<file path="config.mk">
export PLATFORM = sky130hd
export DESIGN_NAME = peripheral_sync_filter_bb
export DESIGN_NICKNAME = d
export VERILOG_FILES = /design/src/rtl/peripheral_sync_filter_bb.sv
export SDC_FILE = /design/constraint.sdc
export NUM_CORES = 1
export LEC_CHECK = 0
export CORE_MARGIN = 2
export CORE_UTILIZATION = 50
export DETAILED_ROUTE_END_ITERATION = 7
export PLACE_DENSITY = 0.73
export SLEW_MARGIN = 20
export SYNTH_ARGS = -nofsm -noshare
export SYNTH_HDL_FRONTEND = slang
export SYNTH_SLANG_ARGS = --single-unit
export TNS_END_PERCENT = 20
</file>
<file path="constraint.sdc">
create_clock -name clk -period 7.8 [get_ports clk]
set_clock_uncertainty 0.05 [all_clocks]
set_input_delay 1.95 -clock clk [delete_from_list [all_inputs] [get_ports clk]]
set_output_delay 1.95 -clock clk [all_outputs]
set_load 0.1 [all_outputs]
</file>
<file path="src/rtl/peripheral_sync_filter_bb.sv">
// rtl/peripheral_sync_filter_bb.sv - multi-channel pin synchronizer, glitch filter and edge detector
module peripheral_sync_filter_bb #(
    parameter int                 WIDTH     = 8,
    parameter int                 STAGES    = 2,
    parameter int                 FILTER_W  = 4,
    parameter logic [WIDTH-1:0]   RESET_VAL = '0
) (
    input  logic                  clk,
    input  logic                  rst,
    input  logic [WIDTH-1:0]      data_in,
    input  logic [WIDTH-1:0]      filter_en,
    input  logic [FILTER_W-1:0]   filter_len,
    output logic [WIDTH-1:0]      data_out,
    output logic [WIDTH-1:0]      rise,
    output logic [WIDTH-1:0]      fall,
    output logic                  any_edge
);

    generate
        if (STAGES < 2) begin : g_bad_stages
            $error("peripheral_sync_filter_bb: STAGES must be at least 2");
        end
    endgenerate

    logic [STAGES-1:0][WIDTH-1:0]   sync_q, sync_d;
    logic [WIDTH-1:0]               sync;
    logic [WIDTH-1:0]               stable_q, stable_d;
    logic [WIDTH-1:0][FILTER_W-1:0] cnt_q, cnt_d;
    logic [WIDTH-1:0]               rise_q, rise_d;
    logic [WIDTH-1:0]               fall_q, fall_d;
    logic                           any_edge_q, any_edge_d;

    // Synchronizer chain: stage 0 samples the pins, each later stage copies the one before.
    always_comb begin
        sync_d = {sync_q[STAGES-2:0], data_in};
    end

    assign sync = sync_q[STAGES-1];

    // Per-channel filter: a new level is accepted once the mismatch has outlasted the threshold.
    always_comb begin
        stable_d = stable_q;
        cnt_d    = '0;
        for (int i = 0; i < WIDTH; i++) begin
            if (!filter_en[i] || (filter_len == '0)) begin
                stable_d[i] = sync[i];
            end else if (sync[i] == stable_q[i]) begin
                cnt_d[i] = '0;
            end else if (cnt_q[i] >= filter_len) begin
                // >= rather than == so a lowered threshold still releases a long-running count.
                stable_d[i] = sync[i];
                cnt_d[i]    = '0;
            end else begin
                cnt_d[i] = cnt_q[i] + FILTER_W'(1);
            end
        end
    end

    // Edge pulses line up with the first cycle data_out shows the new level.
    always_comb begin
        rise_d     = ~stable_q & stable_d;
        fall_d     = stable_q & ~stable_d;
        any_edge_d = |(rise_d | fall_d);
    end

    // State registers; reset loads RESET_VAL so release never manufactures an edge.
    always_ff @(posedge clk or posedge rst) begin
        if (rst) begin
            sync_q     <= {STAGES{RESET_VAL}};
            stable_q   <= RESET_VAL;
            cnt_q      <= '0;
            rise_q     <= '0;
            fall_q     <= '0;
            any_edge_q <= 1'b0;
        end else begin
            sync_q     <= sync_d;
            stable_q   <= stable_d;
            cnt_q      <= cnt_d;
            rise_q     <= rise_d;
            fall_q     <= fall_d;
            any_edge_q <= any_edge_d;
        end
    end

    assign data_out = stable_q;
    assign rise     = rise_q;
    assign fall     = fall_q;
    assign any_edge = any_edge_q;

endmodule

</file>
# After elaboration in Yosys (flattened, before gate mapping)

Cells that the tools add are included.

Flip-flop bits (word level): 73
Output and inout port bits: 25
Word-level logic and storage cells: 109
Input port bits: 22

Bitwise gates (word level): 5
Equal/unequal tests: 8
Magnitude comparators: 8
Reduce and logical (&&, ||, !) cells: 18
Muxes and demuxes: 48
Add/sub/neg operators: 8

Operator list:

| cell                | number |
|---|---|
| $mux 4              | 24 |
| $add 4x1->4 const B | 8 |
| $ge 4x4->1          | 8 |
| $mux 1              | 24 |
| $and 8x8->8         | 2 |
| $not 8->8           | 2 |
| $eq 1x1->1          | 8 |
| $logic_not 1->1     | 8 |
| $logic_or 1x1->1    | 8 |
| $or 8x8->8          | 1 |
| $reduce_or 8->1     | 1 |
| $logic_not 4->1     | 1 |

# Logic depth before layout (Yosys ltp)

Gate-level depths: netlist of run 1.

Depth after elaboration: 8
Mapped depth: 9

# Least setup slack after synthesis of run 1

No wires, ideal clock.

Kind: input to register
Start: input port filter_len[1]
End: register any_edge_q (netlist: any_edge)
Arrival: 3812 ps
Stages: 9
Slack: 3811 ps
Setup time: 127 ps
Path buffers: 0
Path through: inv_1 ha_1 or3b_1 a21oi_1 nand2_1 mux2_4 ha_1 nand4_1 or2_2

Longest elaborated chain between the ends: 8
Elaborated cells on any way between the ends: 46

RTL lines:

| what                 | line | text |
|---|---|---|
| start, declared      | 12   | `input logic [FILTER_W-1:0] filter_len,` |
| $ge 4x4->1           | 49   | `end else if (cnt_q[i] >= filter_len) begin` |
| $mux 1               | 49   |  |
| $mux 1               | 47   | `end else if (sync[i] == stable_q[i]) begin` |
| $mux 1 *             | 45   | `if (!filter_en[i] \|\| (filter_len == '0)) begin` |
| net stable_d[7]      | 27   | `logic [WIDTH-1:0] stable_q, stable_d;` |
| $not 8->8            | 62   | `fall_d = stable_q & ~stable_d;` |
| $and 8x8->8          | 62   |  |
| $or 8x8->8 *         | 63   | `any_edge_d = \|(rise_d \| fall_d);` |
| $reduce_or 8->1 *    | 63   |  |
| net any_edge_d       | 31   | `logic any_edge_q, any_edge_d;` |
| end signal, assigned | 81   | `any_edge_q <= any_edge_d;` |
| end, declared        | 31   |  |

Mark *: on every way through the listed nets, which the timed path passes. The rest lies on a longest branch.

# Worst setup path after layout of run 1

Start: input port filter_len[0]
End: register any_edge_q (netlist: any_edge)

Same word-level chain as after synthesis.

==> flow_summary.yaml, run 1 <==
clock_network:
  post_cts.repair.setup_buffers: 0
  hold_buffers: 0
  root_buffer: "clkbuf_8"
  cts_sinks: 73
  clk_latency_ns: 0.35
  cts_resized: 0
  cts_max_level: 3
  path_clk_slew_ns: 0.08
  clockBufferDepth: 2
  cts_buffers: 9
  cts_tree: "done"
power_and_ir_drop:
  power_density_nw_per_um2: 213.0
  finalPower_mw: 0.9259
  max-vdd-ir-drop_v: 0.0001639
  p_leak_nw: 2.238
timing:
  min_period_ns: 4.640
  finalCritPeriodShare_pct: 59.49
  fin_tns_setup_ns: 0
  setup_viol: 0
  rsz0062_at_grt: "false"
  hold_viol_final: 0
  worst_pin_slew_ns: 0.9777
  max_freq_mhz: 215.5
  holdWs_ns: 0.3013
  slew_headroom_pct: 34.62
  drv_slew: 0
critical_path:
  startpoint_type: "input pin"
  crit_top_cell: "ha_1"
  critPathTopFamily: "simple AND/OR/NAND/NOR gates"
  crit_fanout: 9
  crit_type: "in2reg"
  cp_cell_sequence: "clkdlybuf4s50_1 -> ha_1 -> or3b_1 -> a21oi_1 -> nand2_1 -> mux2_4 -> ha_1 -> nand4_1 -> or2_2"
  critPathBufInv: 1
  worst_ep_arrival_time_ns: 4.83
  worst_path_largest_cell_delay_ns: 0.79
  required_ns: 7.99
  end_kind: "flop"
  critPathSlowestCell: "clkdlybuf4s50_1"
floorplanning:
  ios: 47
  die_width_um: 88.82
  start_util_pct: 52.37
  dieArea_sq_um: 7889
  num_rows: 30
  core_sq_um: 6869
  die_h_um: 88.82
global_routing:
  grt-busiest-layer: "met2"
  overflow: 0
  grt_use_met2_pct: 27.27
  grt_pass1_vias: 2211
  grt_max_degree: 74
  antenna_found_initial: 0
  track_usage_pct: 17.36
  use_met1_pct: 22.88
  grt_first_pass_wirelength_um: 10210
  met3_usage_pct: 5.784
final_layout:
  final_nets: 433
  multi_input_area_sq_um: 1635
  nFillCells: 559
  drive_gt1_share_pct: 7.521
  final_cell_mix: "73 x dfrtp_1, 56 x ha_1, 46 x clkdlybuf4s50_1"
  register_area_sq_um: 1827
  num_antenna_cells: 0
  final_common_cell: "dfrtp_1"
  syn2layout_area_growth_pct: 20.83
logic_synthesis:
  avgSynthCellArea_sq_um: 12.11
  synth_area_sq_um: 3597
  async_flop_share_pct: 100.0
  synth_xor_area_share_pct: 5.843
  yosysWarnings: 0
  syn_nets: 375
  synthMuxAreaShare_pct: 5.565
  synth_top_family_by_area: "adder cells"
  syn_inst: 297
  synth-seq-cells: 73
  synth_compound_area_share_pct: 5.113
  synthSimpleGateAreaFrac_pct: 9.461
  yosysSeqAreaShare_pct: 50.78
  synth_edf_count: 0
  synthAdderAreaFrac_pct: 19.48
  synth_ff_type: "dfrtp_1"
  synth.distinct_cells: 18
placed_design:
  dpl.hpwl_um: 4090
  gp_congestion: 0.7551
  portBuffers: 46
run_status:
  outcome: "finished clean"
worst_hold_path:
  hold_class: "reg2reg"
route:
  via_count: 2217
  route.detailed.drc: 0
  wl_um: 5773
  via_per_inst: 4.873
  wl_per_cell_um: 12.69
  first_iter_violations: 75
  dr.pass1.iters: 4
  postRouteAntennaNets: 0
flow_run:
  drv_cap: 0
[cell type report]
| class | instances | share of cell area [%] |
|---|---|---|
| clock inverter | 5 | 0.7772 |
| sequential | 73 | 42.03 |
| inverter | 36 | 3.109 |
| clock buffer | 10 | 2.936 |
| tap | 96 | 2.763 |
| multi-input combinational | 188 | 37.62 |
| timing repair buffer | 47 | 10.77 |
[metal layers]
| layer | up-vias | routed length, um |
|---|---|---|
| met5 | - | 0 |
| met4 | 0 | 64 |
| met3 | 6 | 312 |
| met2 | 46 | 2649 |
| met1 | 1049 | 2747 |
| li1 | 1116 | - |
[power breakdown]
group | total, mW | internal (mW) | switching [mW]
Sequential | 0.427 | 0.405 | 0.0215
Combinational | 0.250 | 0.0755 | 0.174
Clock | 0.250 | 0.113 | 0.137
[sequential cells by signal (all words and copies together), names as in the netlist]
name	flops
data_out	8
sync	8
cnt_q	32
fall	8
sync_d	8
any_edge	1
rise	8
[metrics by stage]
step	utilization (%)	std cells	worst slack [ns]	area, sq um
2_1_floorplan	-	297	3.811	3597
3_3_place_gp	60.93	440	2.771	4185
3_5_place_dp	60.93	440	2.756	4185
4_1_cts	63.28	455	3.126	4347
5_1_grt	63.28	455	3.012	4347
6_report	63.28	455	3.160	4347
[logic make-up (layout without fill, tap and decap cells)]
kind of cell | after synthesis | in the layout
flip-flops | 73 | 73
AND/OR/NAND/NOR | 68 | 68
adder cells (fa/ha/maj) | 56 | 56
buffers and inverters | 36 | 98
AO/OA/AOI/OAI | 24 | 24
XOR/XNOR | 24 | 24
multiplexers | 16 | 16
[final timing paths]
path	slack, ns	depth (start not counted)	end	startpoint
worst max-delay path	3.16	9	any_edge	filter_len[0]
worst min-delay path	0.30	0	sync[0]	sync_d[8]
worst max register to register	5.16	9	any_edge	cnt_q[16]
worst min register to register	0.30	0	sync[0]	sync_d[8]
max in group asynchronous	4.97	3	cnt_q[20]	rst
min in group asynchronous	2.10	3	cnt_q[30]	rst
[cell usage after synthesis (all sizes together), types with 16 or more instances]
cell type | instances | share of area (%)
dfrtp | 73 | 51
ha | 56 | 19
xor2 | 16 | 3.9
nand3 | 16 | 2.2
inv | 36 | 3.8
nor2 | 32 | 3.3
Power figures use the tool's default switching activity.
==> run 2, diff against run 1 <==
==> constraint.sdc (replaced) <==
create_clock -name clk -period 4.73 [get_ports clk]
set_clock_uncertainty 0.05 [all_clocks]
set_input_delay 1.1825 -clock clk [delete_from_list [all_inputs] [get_ports clk]]
set_output_delay 1.1825 -clock clk [all_outputs]
set_load 0.1 [all_outputs]
==> flow_summary.yaml, run 2 (synthesis gave the netlist of run 1 again) <==
timing:
  finalCritPeriodShare_pct: 82.63
  holdWs_ns: 0.2999
  min_period_ns: 3.908
  slew_headroom_pct: 34.89
  setup_viol: 0
  max_freq_mhz: 255.9
  drv_slew: 0
  fin_tns_setup_ns: 0
  rsz0062_at_grt: "false"
  worst_pin_slew_ns: 0.9736
  hold_viol_final: 0
critical_path:
  end_kind: "flop"
  required_ns: 4.91
  crit_fanout: 9
  worst_ep_arrival_time_ns: 4.09
  startpoint_type: "input pin"
  crit_type: "in2reg"
placed_design:
  portBuffers: 46
  gp_congestion: 0.7767
  dpl.hpwl_um: 4274
clock_network:
  root_buffer: "clkbuf_8"
  cts_tree: "done"
  clk_latency_ns: 0.35
  clockBufferDepth: 2
  path_clk_slew_ns: 0.08
  cts_max_level: 3
  cts_resized: 0
  hold_buffers: 0
  cts_sinks: 73
  post_cts.repair.setup_buffers: 0
  cts_buffers: 9
final_layout:
  drive_gt1_share_pct: 8.056
  syn2layout_area_growth_pct: 23.10
  final_common_cell: "dfrtp_1"
  largest_reg_flops: 32
  final_cell_mix: "73 x dfrtp_1, 56 x ha_1, 46 x clkdlybuf4s50_1"
  final_nets: 433
  nFillCells: 557
  top_register: "cnt_q"
  post-route-util_pct: 64.46
  num_antenna_cells: 0
global_routing:
  grt_max_degree: 50
  grt_first_pass_wirelength_um: 10560
  track_usage_pct: 18.15
  grt_pass1_vias: 2321
  antenna_found_initial: 0
  overflow: 0
floorplanning:
  start_util_pct: 52.37
  dieArea_sq_um: 7889
  ios: 47
  die_h_um: 88.82
  die_width_um: 88.82
  num_rows: 30
  core_sq_um: 6869
route:
  first_iter_violations: 60
  postRouteAntennaNets: 0
  via_per_inst: 4.862
  wl_per_cell_um: 13.29
  via_count: 2217
  wl_um: 6058
  route.detailed.drc: 0
  dr.pass1.iters: 4
power_and_ir_drop:
  power_density_nw_per_um2: 385.2
  p_leak_nw: 2.276
  max-vdd-ir-drop_v: 0.0002809
flow_run:
  drv_cap: 0
worst_hold_path:
  hold_class: "reg2reg"
run_status:
  outcome: "finished clean"
run 2: cell count changes in the layout (fill, tap and decap cells not counted):
| cell | previous run | this run |
|---|---|---|
| bufinv_16 | 0 | 3 |
| clkbuf_1 | 1 | 0 |
| clkinv_2 | 2 | 1 |
run 2: worst max-delay path, cell delays in order:
cell             delay, ns
clkdlybuf4s50_1       0.81
ha_1                  0.32
or3b_1                0.36
a21oi_1               0.19
nand2_1               0.13
mux2_4                0.33
ha_1                  0.30
nand4_1               0.14
or2_2                 0.32
run 2: report_power, final:
part	internal (mW)	total (mW)	switching, mW
Combinational	0.126	0.415	0.289
Sequential	0.668	0.704	0.0367
Clock	0.350	0.586	0.236
run 2: final cells by class:
type	count	area (sq um)	area share (%)
Sequential cell	73	1827	41.25
Multi-Input combinational cell	188	1635	36.93
Timing Repair Buffer	47	467.9	10.57
Inverter	36	135.1	3.052
Clock buffer	9	123.9	2.797
Tap cell	96	120.1	2.713
Clock inverter	7	118.9	2.684
run 2: final timing paths:
kind | startpoint | end | slack, ns | cells past startpoint
min in group asynchronous | rst | cnt_q[17] | 1.13 | 2
max in group asynchronous | rst | cnt_q[1] | 2.51 | 3
worst max-delay path | filter_len[0] | any_edge | 0.82 | 9
worst max register to register | cnt_q[16] | any_edge | 2.10 | 9
worst min-delay path | sync_d[14] | sync[6] | 0.30 | 0
worst min register to register | sync_d[14] | sync[6] | 0.30 | 0
run 2: stage by stage:
step,worst slack [ns],cell area [sq um],power [mW],cells
3_3_place_gp,0.4354,4185,1.126,440
2_1_floorplan,1.508,3597,1.019,297
5_1_grt,0.7023,4428,1.792,456
3_5_place_dp,0.4502,4185,1.133,440
4_1_cts,0.8160,4428,1.730,456
6_report,0.8216,4428,1.705,456
run 2: layer usage:
metal	wire [um]	track usage, %
met1	2772	21.91
met2	2874	29.65
met3	252	5.784
met4	158	8.264
met5	0	0
